--- config.mk ---
export PLATFORM = sky130hd
export DESIGN_NAME = hazard_stall_unit
export DESIGN_NICKNAME = d
export VERILOG_FILES = /design/src/rtl/hazard_stall_unit.sv
export SDC_FILE = /design/constraint.sdc
export NUM_CORES = 1
export LEC_CHECK = 0
export CAP_MARGIN = 20
export CORE_AREA = 5 5 42 44
export CTS_BUF_LIST = sky130_fd_sc_hd__clkbuf_4
export CTS_CLUSTER_SIZE = 40
export DETAILED_ROUTE_END_ITERATION = 16
export DIE_AREA = 0 0 47 49
export PLACE_DENSITY = 0.78
export SLEW_MARGIN = 15
export SYNTH_ARGS = -nofsm -noshare
export SYNTH_HDL_FRONTEND = slang
export SYNTH_SLANG_ARGS = --single-unit
--- constraint.sdc ---
create_clock -name clk -period 3.9 [get_ports clk]
set_input_delay 0.78 -clock clk [delete_from_list [all_inputs] [get_ports clk]]
set_output_delay 0.78 -clock clk [all_outputs]
set_load 0.02 [all_outputs]
--- src/rtl/hazard_stall_unit.sv ---
// hazard_stall_unit: load-use stall, MUL/DIV hold and taken-branch flush control.
// Drives PC / IF-ID / ID-EX enables from ID decode and EX-stage status.
//
// Ports:
//   clk, reset            rising-edge clock, synchronous active-high reset
//   ID_rs, ID_rt          source registers of the ID instruction
//   ID_UsesRs/ID_UsesRt   ID instruction actually reads rs / rt
//   ID_IsMulDiv           ID instruction is a multi-cycle MUL/DIV
//   EX_MemRead/RegWrite   EX instruction is a load / writes a register
//   EX_WriteRegister      EX destination register
//   EX_BranchTaken        branch/jump in EX resolved taken
//   PCWrite, IFID_Write   update enables (1 = advance)
//   IFID_Flush            IF/ID loads a NOP
//   IDEX_Bubble           ID/EX loads a NOP
//   EX_Hold, MD_Busy      MUL/DIV occupying EX, pipeline held
//   StallCount/FlushCount optional statistics (HAZ_STATS_EN)
//
// Optional feature macro: HAZ_STATS_EN adds 32-bit stall/flush counters.

module hazard_stall_unit #(
    parameter int MD_LATENCY = 4,
    parameter int REG_AW     = 5
) (
    input  logic              clk,
    input  logic              reset,
    input  logic [REG_AW-1:0] ID_rs,
    input  logic [REG_AW-1:0] ID_rt,
    input  logic              ID_UsesRs,
    input  logic              ID_UsesRt,
    input  logic              ID_IsMulDiv,
    input  logic              EX_MemRead,
    input  logic              EX_RegWrite,
    input  logic [REG_AW-1:0] EX_WriteRegister,
    input  logic              EX_BranchTaken,
    output logic              PCWrite,
    output logic              IFID_Write,
    output logic              IFID_Flush,
    output logic              IDEX_Bubble,
    output logic              EX_Hold,
    output logic              MD_Busy
`ifdef HAZ_STATS_EN
    ,
    output logic [31:0]       StallCount,
    output logic [31:0]       FlushCount
`endif
);

    localparam int CW = $clog2(MD_LATENCY) + 1;
    localparam logic [CW-1:0] MD_INIT = CW'(MD_LATENCY - 1);
    localparam logic [CW-1:0] MD_ONE  = CW'(1);
    localparam bit MD_MULTI = (MD_LATENCY > 1);

    typedef enum logic {
        RUN     = 1'b0,
        MD_WAIT = 1'b1
    } state_t;

    state_t          r_state;
    state_t          w_state_nxt;
    logic [CW-1:0]   r_md_cnt;
    logic [CW-1:0]   w_md_cnt_nxt;

    logic            w_rs_hit;
    logic            w_rt_hit;
    logic            w_lu_haz;
    logic            w_md_arm;

    // x0 is hardwired zero, so a load targeting it never creates a dependency
    assign w_rs_hit = ID_UsesRs && (ID_rs == EX_WriteRegister);
    assign w_rt_hit = ID_UsesRt && (ID_rt == EX_WriteRegister);
    assign w_lu_haz = EX_MemRead && EX_RegWrite &&
                      (EX_WriteRegister != '0) &&
                      (w_rs_hit || w_rt_hit);

    // Only a MUL/DIV that actually issues into EX starts the hold;
    // a stalled or wrong-path one must not.
    assign w_md_arm = MD_MULTI && ID_IsMulDiv &&
                      !EX_BranchTaken && !w_lu_haz;

    // State register
    always_ff @(posedge clk) begin
        if (reset) begin
            r_state  <= RUN;
            r_md_cnt <= '0;
        end else begin
            r_state  <= w_state_nxt;
            r_md_cnt <= w_md_cnt_nxt;
        end
    end

    // Next-state logic
    always_comb begin
        w_state_nxt  = r_state;
        w_md_cnt_nxt = r_md_cnt;
        unique case (r_state)
            RUN: begin
                if (w_md_arm) begin
                    w_state_nxt  = MD_WAIT;
                    w_md_cnt_nxt = MD_INIT;
                end
            end
            MD_WAIT: begin
                w_md_cnt_nxt = r_md_cnt - MD_ONE;
                if (r_md_cnt == MD_ONE) begin
                    w_state_nxt = RUN;
                end
            end
            default: begin
                w_state_nxt  = RUN;
                w_md_cnt_nxt = '0;
            end
        endcase
    end

    // Output logic: MD_WAIT dominates, then branch flush, then load-use
    always_comb begin
        PCWrite     = 1'b1;
        IFID_Write  = 1'b1;
        IFID_Flush  = 1'b0;
        IDEX_Bubble = 1'b0;
        EX_Hold     = 1'b0;
        MD_Busy     = 1'b0;
        unique case (r_state)
            MD_WAIT: begin
                PCWrite    = 1'b0;
                IFID_Write = 1'b0;
                EX_Hold    = 1'b1;
                MD_Busy    = 1'b1;
            end
            RUN: begin
                if (EX_BranchTaken) begin
                    IFID_Flush  = 1'b1;
                    IDEX_Bubble = 1'b1;
                end else if (w_lu_haz) begin
                    PCWrite     = 1'b0;
                    IFID_Write  = 1'b0;
                    IDEX_Bubble = 1'b1;
                end
            end
            default: begin
                PCWrite    = 1'b1;
                IFID_Write = 1'b1;
            end
        endcase
    end

`ifdef HAZ_STATS_EN
    logic [31:0] r_stall_cnt;
    logic [31:0] r_flush_cnt;

    always_ff @(posedge clk) begin
        if (reset) begin
            r_stall_cnt <= '0;
            r_flush_cnt <= '0;
        end else begin
            if (!PCWrite) begin
                r_stall_cnt <= r_stall_cnt + 32'd1;
            end
            if (IFID_Flush) begin
                r_flush_cnt <= r_flush_cnt + 32'd1;
            end
        end
    end

    assign StallCount = r_stall_cnt;
    assign FlushCount = r_flush_cnt;
`endif

endmodule
* Word-level counts from Yosys, hierarchy flattened
Index checks and enable logic that the tools add are counted.
** Cells by class
- Bitwise operators :: 1
- Reductions and logical operators :: 11
- Equal/unequal tests :: 4
- Add/sub/neg operators :: 1
- Multiplexer cells :: 14
** Operator list (count)
- 5-bit equality test :: 2
- 1-bit two-way mux :: 10
- 1-bit logical AND :: 7
- 3-bit one-hot mux with 2 select lines :: 1
- 5-bit nonzero test :: 1
- 1-bit one-hot mux with 2 select lines :: 2
- 3-bit by 1-bit equality test with 1-bit output, second input constant :: 1
- 3-bit two-way mux :: 1
- 3-bit by 1-bit subtractor with 3-bit output, second input constant :: 1
- 1-bit logical NOT :: 2
- 2-bit != test, second input constant :: 1
- 1-bit logical OR :: 1
- 1-bit NOT :: 1
** Word-level totals
- Bits in registers :: 4
- Logic and storage cells :: 33
- Output and inout bits :: 6

* Longest topological paths before layout
Gate-level depths: netlist (run 1).
- Depth in word-level cells :: 8
- Mapped depth :: 6

* Worst setup path after synthesis (run 1)
Ideal clock, no wire load.
- Path kind :: input to output
- Start :: in EX_WriteRegister[1]
- End :: out PCWrite
- Required time :: 3.120 ns
- Path slack :: 1.150 ns
- Path buffers :: 1
- Stages on the path :: 5
- Arrival time :: 1.970 ns
- Cells stage by stage :: or4_1 o211ai_2 nand2b_1 o21ba_2 buf_4
** On the way
- Word-level cells in the longest chain between the ends :: 7
** Ends and longest elaborated chain
- from (decl) :: line 33 : input logic [REG_AW-1:0] EX_WriteRegister,
- 5-bit equality test, on equally long branches :: line 69, 70
- 1-bit logical AND, on equally long branches :: line 69, 70
- 1-bit logical OR :: line 73 : (w_rs_hit || w_rt_hit);
- 1-bit logical AND * :: line 72 : (EX_WriteRegister != '0) &&
- 1-bit two-way mux * (2 in series)
- 1-bit one-hot mux with 2 select lines *
- to (decl) :: line 35 : output logic PCWrite,
Mark *: on every way between the ends. The rest lies on a longest branch, timed or not.

* Final worst setup path (run 1)
- Start :: in EX_WriteRegister[1]
- End :: out PCWrite
** On the way
- Word-level cells in the longest chain between the ends :: 7
** Ends and longest elaborated chain
- 5-bit equality test, on equally long branches :: line 69, 70
- 1-bit logical AND, on equally long branches :: line 69, 70
- 1-bit logical OR :: line 73
- 1-bit logical AND * :: line 72
- 1-bit two-way mux * :: line 134 : end else if (w_lu_haz) begin
- 1-bit two-way mux * :: line 131 : if (EX_BranchTaken) begin
- 1-bit one-hot mux with 2 select lines * :: line 123 : unique case (r_state)
Marks and branches as above.

==> results.ini, run 1 <==
[yosys]
syn_inst = 47
synthTopCellsByArea = xnor2_1 (23%), dfxtp_1 (21%), ha_1 (6.5%)
yosys.area.top_type = xnor2_1
ys_ff_latch = 4
syn_area_um2 = 388
synthesis.nets = 72
avgSynthCellArea_um2 = 8.25
yosysUniqueCellTypes = 21
yosysSeqAreaShare_pct = 20.6
yosys_warnings = 0
netlist.area_leader.share_pct = 22.6

[layout]
syn2layout_area_growth_pct = 78.1
register_area_um2 = 80.1
fin_util_pct = 49.3
final_nets = 102
multi_input_area_um2 = 277
mostFrequentLayoutCells = clkdlybuf4s50_1 (28), xnor2_1 (10), nand2_1 (4), a21oi_1 (4), dfxtp_1 (4)
layout_commonest_cell = clkdlybuf4s50_1
drive_above_1_share_pct = 9.33
diodes = 0
num-fill-cells = 141

[route]
via_per_inst = 4.47
vias = 407
ant_nets = 0
drtIter0Drc = 1
drc = 0
dr.pass1.iters = 3
avgRoutedWirePerCell_um = 10.7
routed_wl_um = 972

[timing]
worst_pin_slew_ns = 0.329
setup_viol = 0
fin_crit_sh_pct = 93.5
hold_ws_ns = 0.471
tns_ns = 0
rsz0062_at_grt = no
final.min_clock_period_ns = 3.65
slew_headroom_pct = 78.0
fin_skew_ns = 0.00119
drv_slew = 0
final-hold-violation-count = 0
max_freq_ghz = 0.274

[power]
p_per_area_nw_per_um2 = 259
swShare_pct = 28.6
netSwitchingPower_mw = 0.0512
p_total_mw = 0.179
vdd.ir_drop.worst_mv = 0.218
seqPwrFrac_pct = 28.8
power.internal_mw = 0.128
power_frac_clock_pct = 27.5
p_leak_nw = 0.248
p_comb_share_pct = 43.7

[setup_path]
crit_chain = clkdlybuf4s50_1 > or4_1 > o211ai_2 > nand2b_1 > o21ba_2 > clkdlybuf4s50_1
reg2regPathDepth = 4
cp-end-kind = output port
start_kind = input port
critPathKind = input port to output port
required_ns = 3.12
cp_slowest_stage_delay_ns = 0.60
r2r-start = r_md_cnt[0]
r2r_end = r_md_cnt[2]
cpMostUsedCell = clkdlybuf4s50_1
reg2reg_slack_ns = 2.80
cp_slowest_cell = clkdlybuf4s50_1
path_max_fanout = 3
cp.arrival_ns = 2.87

[global_routing]
antenna_found_initial = 0
grt_start_max_net_pins = 12
grt_pass1_vias = 372
grtUsageTotal_pct = 8.52
grt_first_pass_wirelength_um = 1480
grt-ovfl-total = 0

[clock_tree]
cts_made_buffers = 3
cts_tree = done
htreeDepth = 1
post_cts_resize_count = 0
clkSinkCount = 4
clock_latency_ns = 0.23
clk_path_buf_depth = 2
clkSlewWorstSetupHoldPaths_ns = 0.03
post_cts_buffers = 0
cts_hold_buf = 0
cts_root_buf = clkbuf_4

[floorplan]
rows = 14
dieArea_um2 = 2300
ios = 29
core-area_um2 = 1400
start_util_pct = 27.7
die_y_um = 49
die_w_um = 47

[hold_path]
hold_end = r_md_cnt[1]
hold_depth = 1
hold_path.class = flop to flop
min-delay-start = r_md_cnt[1]

[placed_design]
hpwl_um = 872
gp_congestion = 0.732
numPortBuffers = 28

[outcome]
status = finished, final reports clean

[run]
drv_cap = 0

stage by stage:
step	area (µm²)	instances	setup slack, ns
3_3_place_gp	668	88	0.263
5_1_grt	691	91	0.154
4_1_cts	691	91	0.242
6_report	691	91	0.253
2_1_floorplan	388	47	1.15
3_5_place_dp	668	88	0.243
metal layers:
layer  GRT usage, %  part of all wire (%)  routed length (µm)
met1           9.01                    36                 354
met4           1.38                     0                   0
met2           15.2                    53                 512
met5              0                     0                   0
met3           3.69                    11                 105
state kept, by name, summed over array words and instances, names as in the netlist:
name,cells
r_md_cnt,3
r_state,1
cells in the mapped netlist, drive strengths merged:
library cell  count
xnor2            10
a21oi             5
dfxtp             4
nand2             4
buf               3
inv               3
ha                2
nand2b            2
nand4             2
nor2              2
o21a              2
a211oi            1
a311oi            1
nor2b             1
o211ai            1
o21ba             1
o221ai            1
o22ai             1
or4               1
cell families after synthesis:
| logic type | synth area share [%] |
|---|---|
| and+or+nand+nor | 15.8 |
| adders and majority gates | 6.45 |
| buffers and inverters | 8.06 |
| xor gates and xnor gates | 22.6 |
| DFF | 20.6 |
| AOI/OAI and AO/OA | 26.5 |
how the worst max path moves through the flow:
stage,from,to,slack (ns),depth (start not counted)
floorplan,EX_WriteRegister[1],PCWrite,1.15,5
global placement,EX_WriteRegister[1],IFID_Write,0.26,6
detailed placement,EX_WriteRegister[1],PCWrite,0.24,6
CTS,EX_WriteRegister[1],PCWrite,0.24,6
global route,EX_WriteRegister[1],PCWrite,0.15,6
finish,EX_WriteRegister[1],PCWrite,0.25,6
critical path, delay by kind of cell:
kind / cells / cell delay [ns]
buf+inv: 2 / 1.06
compound gates: 2 / 0.32
simple gates: 2 / 0.71
area by class of cell:
class / instances / share of cell area, %
Inverter: 3 / 1.63
Timing Repair Buffer: 28 / 40.6
Sequential cell: 4 / 11.6
Multi-Input combinational cell: 37 / 40.0
Tap cell: 16 / 2.90
Clock buffer: 3 / 3.26
power groups by stage:
stage | registers, mW | clock network (mW) | logic, mW
floorplan | 0.0507 | 0 | 0.0415
detailed placement | 0.0521 | 0 | 0.0786
global route | 0.0529 | 0.0561 | 0.0846
global placement | 0.0520 | 0 | 0.0775
CTS | 0.0515 | 0.0521 | 0.0790
finish | 0.0515 | 0.0492 | 0.0781
(Power assumes the default switching activity.)
==> run 2, diff against run 1 <==
--- a/config.mk
+++ b/config.mk
@@ -11,7 +11,9 @@
 export CTS_CLUSTER_SIZE = 40
 export DETAILED_ROUTE_END_ITERATION = 16
 export DIE_AREA = 0 0 47 49
+export GPL_ROUTABILITY_DRIVEN = 0
 export PLACE_DENSITY = 0.78
+export REMOVE_ABC_BUFFERS = 1
 export SLEW_MARGIN = 15
 export SYNTH_ARGS = -nofsm -noshare
 export SYNTH_HDL_FRONTEND = slang
==> run 2 against run 1 <==
Compared with the run above: clock-buffer cell count is the same; clock power grew 3%; critical path depth unchanged; sequential power about the same; final area unchanged; utilization stayed put; largest cell class unchanged.
==> results.ini, run 2 (synthesis results as in run 1) <==
[outcome]
status = finished, final reports clean  ; unchanged

[route]
ant_nets = 0  ; unchanged
drtIter0Drc = 4  ; was 1
via_per_inst = 4.60  ; was 4.47
avgRoutedWirePerCell_um = 11.5  ; was 10.7 µm
routed_wl_um = 1040  ; was 972 µm
dr.pass1.iters = 3  ; unchanged
vias = 419  ; was 407
drc = 0  ; unchanged

[setup_path]
start_kind = input port  ; unchanged
cpMostUsedCell = clkdlybuf4s50_1  ; unchanged
path_max_fanout = 3  ; unchanged
required_ns = 3.12  ; about the same
cp-end-kind = output port  ; unchanged
cp_slowest_stage_delay_ns = 0.60  ; about the same
critPathKind = input port to output port  ; unchanged
crit_chain = clkdlybuf4s50_1 > or4_1 > o211ai_2 > nand2b_1 > o21ba_2 > clkdlybuf4s50_1  ; unchanged
cp.arrival_ns = 2.87  ; about the same
cp_slowest_cell = clkdlybuf4s50_1  ; unchanged

[floorplan]
die_w_um = 47  ; unchanged
rows = 14  ; unchanged
die_y_um = 49  ; unchanged
dieArea_um2 = 2300  ; unchanged
ios = 29  ; unchanged
core-area_um2 = 1400  ; unchanged
start_util_pct = 27.7  ; unchanged

[global_routing]
grt-ovfl-total = 0  ; unchanged
grt_start_max_net_pins = 12  ; unchanged
antenna_found_initial = 0  ; unchanged
grt_first_pass_wirelength_um = 1640  ; was 1480 µm
top_usage_layer = met2  ; unchanged
use_met2_pct = 15.8  ; was 15.2%
grtUsageTotal_pct = 9.77  ; was 8.52%
use_met1_pct = 11.1  ; was 9.01%
grt_pass1_vias = 408  ; was 372
grt_use_met3_pct = 1.11  ; was 3.69%

[placed_design]
numPortBuffers = 28  ; unchanged
place_inst = 88  ; unchanged
hpwl_um = 894  ; was 872 µm
place_area_um2 = 668  ; unchanged

[clock_tree]
cts_tree = done  ; unchanged
cts_made_buffers = 3  ; unchanged
post_cts_buffers = 0  ; unchanged
clk_path_buf_depth = 2  ; unchanged
post_cts_resize_count = 0  ; unchanged
cts_hold_buf = 0  ; unchanged
clkSlewWorstSetupHoldPaths_ns = 0.04  ; was 0.03 ns
clkSinkCount = 4  ; unchanged
cts_root_buf = clkbuf_4  ; unchanged
clock_latency_ns = 0.23  ; about the same
htreeDepth = 1  ; unchanged

[layout]
finalInstanceArea_um2 = 691  ; unchanged
layout_commonest_cell = clkdlybuf4s50_1  ; unchanged
num-fill-cells = 135  ; was 141
instances_no_fill = 91  ; unchanged
top_regs = r_md_cnt (3), r_state (1)  ; unchanged
top_register = r_md_cnt  ; unchanged
syn2layout_area_growth_pct = 78.1  ; unchanged
diodes = 0  ; unchanged
mostFrequentLayoutCells = clkdlybuf4s50_1 (28), xnor2_1 (10), nand2_1 (4), a21oi_1 (4), dfxtp_1 (4)  ; unchanged
largest_reg_flops = 3  ; unchanged
fin_util_pct = 49.3  ; unchanged
final_nets = 102  ; unchanged
drive_above_1_share_pct = 9.33  ; unchanged

[timing]
final-hold-violation-count = 0  ; unchanged
hold_ws_ns = 0.461  ; was 0.471 ns
max_freq_ghz = 0.274  ; about the same
drv_slew = 0  ; unchanged
tns_ns = 0  ; unchanged
final.min_clock_period_ns = 3.65  ; about the same
rsz0062_at_grt = no  ; unchanged
fin_crit_sh_pct = 93.7  ; was 93.5%
setup_viol = 0  ; unchanged
slew_headroom_pct = 77.6  ; was 78.0%
fin_skew_ns = 0.00260  ; was 0.00119 ns
worst_pin_slew_ns = 0.336  ; was 0.329 ns

[run]
drv_cap = 0  ; unchanged

[power]
p_per_area_nw_per_um2 = 262  ; was 259 nW/µm²
vdd.ir_drop.worst_mv = 0.172  ; was 0.218 mV
p_leak_nw = 0.248  ; unchanged

[hold_path]
hold_path.class = flop to flop  ; unchanged

[run 2: cell counts in the layout (fill, tap and decap cells not counted)]
Identical to the previous run, type by type.
[run 2: routing by layer]
metal | up-vias | routed length (µm)
li1 | 220 | -
met1 | 181 | 402
met2 | 16 | 530
met3 | 2 | 92
met4 | 0 | 19
met5 | - | 0
[run 2: layout make-up]
type	count	area [µm²]	area share, %
clock buffer	3	22.5	3.26
tap	16	20.0	2.90
timing repair buffer	28	280	40.6
inverter	3	11.3	1.63
sequential	4	80.1	11.6
multi-input combinational	37	277	40.0
[run 2: final timing paths]
path	from	to	slack [ns]	depth (start not counted)
hold reg to reg	r_md_cnt[1]	r_md_cnt[1]	0.46	1
setup reg to reg	r_md_cnt[0]	r_md_cnt[2]	2.79	4
hold / removal	r_md_cnt[1]	r_md_cnt[1]	0.46	1
setup / recovery	EX_WriteRegister[1]	IFID_Write	0.25	6
[run 2: stage by stage]
stage	setup WS [ns]	power [mW]
global route	0.150	0.195
finish	0.246	0.181
detailed placement	0.236	0.131
global placement	0.250	0.130
floorplan	1.24	0.0884
CTS	0.232	0.185
[run 2: critical path: cells and delay by family]
family | cells | cell delay (ns)
buffers and inverters | 2 | 1.06
AND/OR/NAND/NOR | 2 | 0.71
AO/OA/AOI/OAI | 2 | 0.32
[run 2: where the power goes]
| part | internal (mW) | total [mW] | switching [mW] |
|---|---|---|---|
| Clock | 0.0344 | 0.0509 | 0.0165 |
| Sequential | 0.0460 | 0.0515 | 0.00546 |
| Combinational | 0.0473 | 0.0784 | 0.0311 |
==> run 3, diff against run 2 <==
--- a/config.mk
+++ b/config.mk
@@ -6,11 +6,11 @@
 export NUM_CORES = 1
 export LEC_CHECK = 0
 export CAP_MARGIN = 20
-export CORE_AREA = 5 5 42 44
+export CORE_AREA = 2 2 39 41
 export CTS_BUF_LIST = sky130_fd_sc_hd__clkbuf_4
 export CTS_CLUSTER_SIZE = 40
 export DETAILED_ROUTE_END_ITERATION = 16
-export DIE_AREA = 0 0 47 49
+export DIE_AREA = 0 0 41 43
 export GPL_ROUTABILITY_DRIVEN = 0
 export PLACE_DENSITY = 0.78
 export REMOVE_ABC_BUFFERS = 1
==> run 3 against run 2 <==
Compared with the run above: power barely moved; sequential cell count did not move; sequential share of layout area did not move; largest power group unchanged; clock power barely moved; sequential power barely moved; hold slack improved by 0.0030 ns; largest cell class unchanged; register-to-register slack improved by 0.02 ns; utilization rose by 0.62 points; first-iteration DRC count fell by 50%; critical path depth did not move.
==> results.ini, run 3 (synthesis results as in run 1) <==
[route]
routed_wl_um = 920  ; was 1040 µm
avgRoutedWirePerCell_um = 10.1  ; was 11.5 µm
drc = 0  ; unchanged
ant_nets = 0  ; unchanged
via_per_inst = 4.65  ; was 4.60
dr.pass1.iters = 4  ; was 3
drtIter0Drc = 2  ; was 4
vias = 423  ; was 419

[global_routing]
grtUsageTotal_pct = 11.6  ; was 9.77%
grt_pass1_vias = 395  ; was 408
antenna_found_initial = 0  ; unchanged
grt_first_pass_wirelength_um = 1380  ; was 1640 µm
grt-ovfl-total = 0  ; unchanged
grt_start_max_net_pins = 12  ; unchanged

[layout]
top_register = r_md_cnt  ; unchanged
layout_commonest_cell = clkdlybuf4s50_1  ; unchanged
syn2layout_area_growth_pct = 78.1  ; unchanged
largest_reg_flops = 3  ; unchanged
instances_no_fill = 91  ; unchanged
top_regs = r_md_cnt (3), r_state (1)  ; unchanged
final_nets = 102  ; unchanged
fin_util_pct = 49.9  ; was 49.3%
mostFrequentLayoutCells = clkdlybuf4s50_1 (28), xnor2_1 (10), nand2_1 (4), a21oi_1 (4), dfxtp_1 (4)  ; unchanged
diodes = 0  ; unchanged
drive_above_1_share_pct = 9.33  ; unchanged

[timing]
final.min_clock_period_ns = 3.65  ; about the same
fin_skew_ns = 0.00414  ; was 0.00260 ns
max_freq_ghz = 0.274  ; about the same
slew_headroom_pct = 76.0  ; was 77.6%
worst_pin_slew_ns = 0.359  ; was 0.336 ns
fin_crit_sh_pct = 93.5  ; was 93.7%
final-hold-violation-count = 0  ; unchanged
setup_viol = 0  ; unchanged
timing.final.ws_setup_ns = 0.253  ; was 0.246 ns
drv_slew = 0  ; unchanged
tns_ns = 0  ; unchanged
rsz0062_at_grt = no  ; unchanged

[floorplan]
start_util_pct = 28.0  ; was 27.7%
dieArea_um2 = 1760  ; was 2300 µm²
die_w_um = 41  ; was 47 µm
die_y_um = 43  ; was 49 µm
core-area_um2 = 1380  ; was 1400 µm²
ios = 29  ; unchanged
rows = 14  ; unchanged

[power]
p_per_area_nw_per_um2 = 262  ; about the same
p_leak_nw = 0.248  ; unchanged
vdd.ir_drop.worst_mv = 0.168  ; was 0.172 mV

[outcome]
status = finished, final reports clean  ; unchanged

[clock_tree]
clkSlewWorstSetupHoldPaths_ns = 0.04  ; about the same
clk_path_buf_depth = 2  ; unchanged
cts_root_buf = clkbuf_4  ; unchanged
clkSinkCount = 4  ; unchanged
cts_made_buffers = 3  ; unchanged
cts_hold_buf = 0  ; unchanged
clock_latency_ns = 0.23  ; about the same
cts_tree = done  ; unchanged
post_cts_resize_count = 0  ; unchanged
htreeDepth = 1  ; unchanged
post_cts_buffers = 0  ; unchanged

[setup_path]
critPathKind = input port to output port  ; unchanged
start_kind = input port  ; unchanged
path_max_fanout = 3  ; unchanged
cp-end-kind = output port  ; unchanged
required_ns = 3.12  ; about the same
cp.arrival_ns = 2.87  ; about the same

[run]
drv_cap = 0  ; unchanged

[placed_design]
hpwl_um = 803  ; was 894 µm
numPortBuffers = 28  ; unchanged
dp_slack_ns = 0.245  ; was 0.236 ns
place_inst = 88  ; unchanged

[hold_path]
hold_path.class = flop to flop  ; unchanged

## run 3: cell counts in the layout (fill, tap and decap cells not counted)
No cell type changed its count.
## run 3: per-stage QoR
stage	hold WS, ns	total power [mW]	area [µm²]
floorplan	0.440	0.0884	368
global placement	0.450	0.129	668
detailed placement	0.459	0.131	668
CTS	0.468	0.185	691
global route	0.485	0.194	691
finish	0.464	0.181	691
## run 3: path summary, 6_finish.rpt
check        slack, ns                 from          end  cells after the start
max               0.25  EX_WriteRegister[1]   IFID_Write                      6
min               0.46          r_md_cnt[1]  r_md_cnt[1]                      1
max reg2reg       2.81          r_md_cnt[0]  r_md_cnt[2]                      4
min reg2reg       0.46          r_md_cnt[1]  r_md_cnt[1]                      1
## run 3: per-layer routing
metal | vias to the layer above | part of all wire [%] | wire length, µm | GRT usage [%]
met5 | - | 0 | 0 | 0
met4 | 0 | 1.8 | 17 | 8.00
met3 | 2 | 10 | 92 | 1.57
met2 | 18 | 50 | 462 | 20.3
met1 | 185 | 38 | 348 | 11.3
li1 | 218 | - | - | -
## run 3: power by group
part	leakage [nW]	internal [mW]	total, mW	switching [mW]
clock network	0.0138	0.0344	0.0511	0.0167
logic	0.201	0.0474	0.0779	0.0306
registers	0.0333	0.0460	0.0518	0.00574
## run 3: critical path, stage by stage
cell             delay (ns)
clkdlybuf4s50_1        0.46
or4_1                  0.56
o211ai_2               0.18
nand2b_1               0.15
o21ba_2                0.14
clkdlybuf4s50_1        0.60
## run 3: layout make-up
| type | count | area [µm²] |
|---|---|---|
| flip-flops and latches | 4 | 80.1 |
| clock buffers | 3 | 22.5 |
| repair buffers | 28 | 280 |
| well taps | 16 | 20.0 |
| fillers | 147 | 693 |
| inverters | 3 | 11.3 |
| multi-input cells | 37 | 277 |
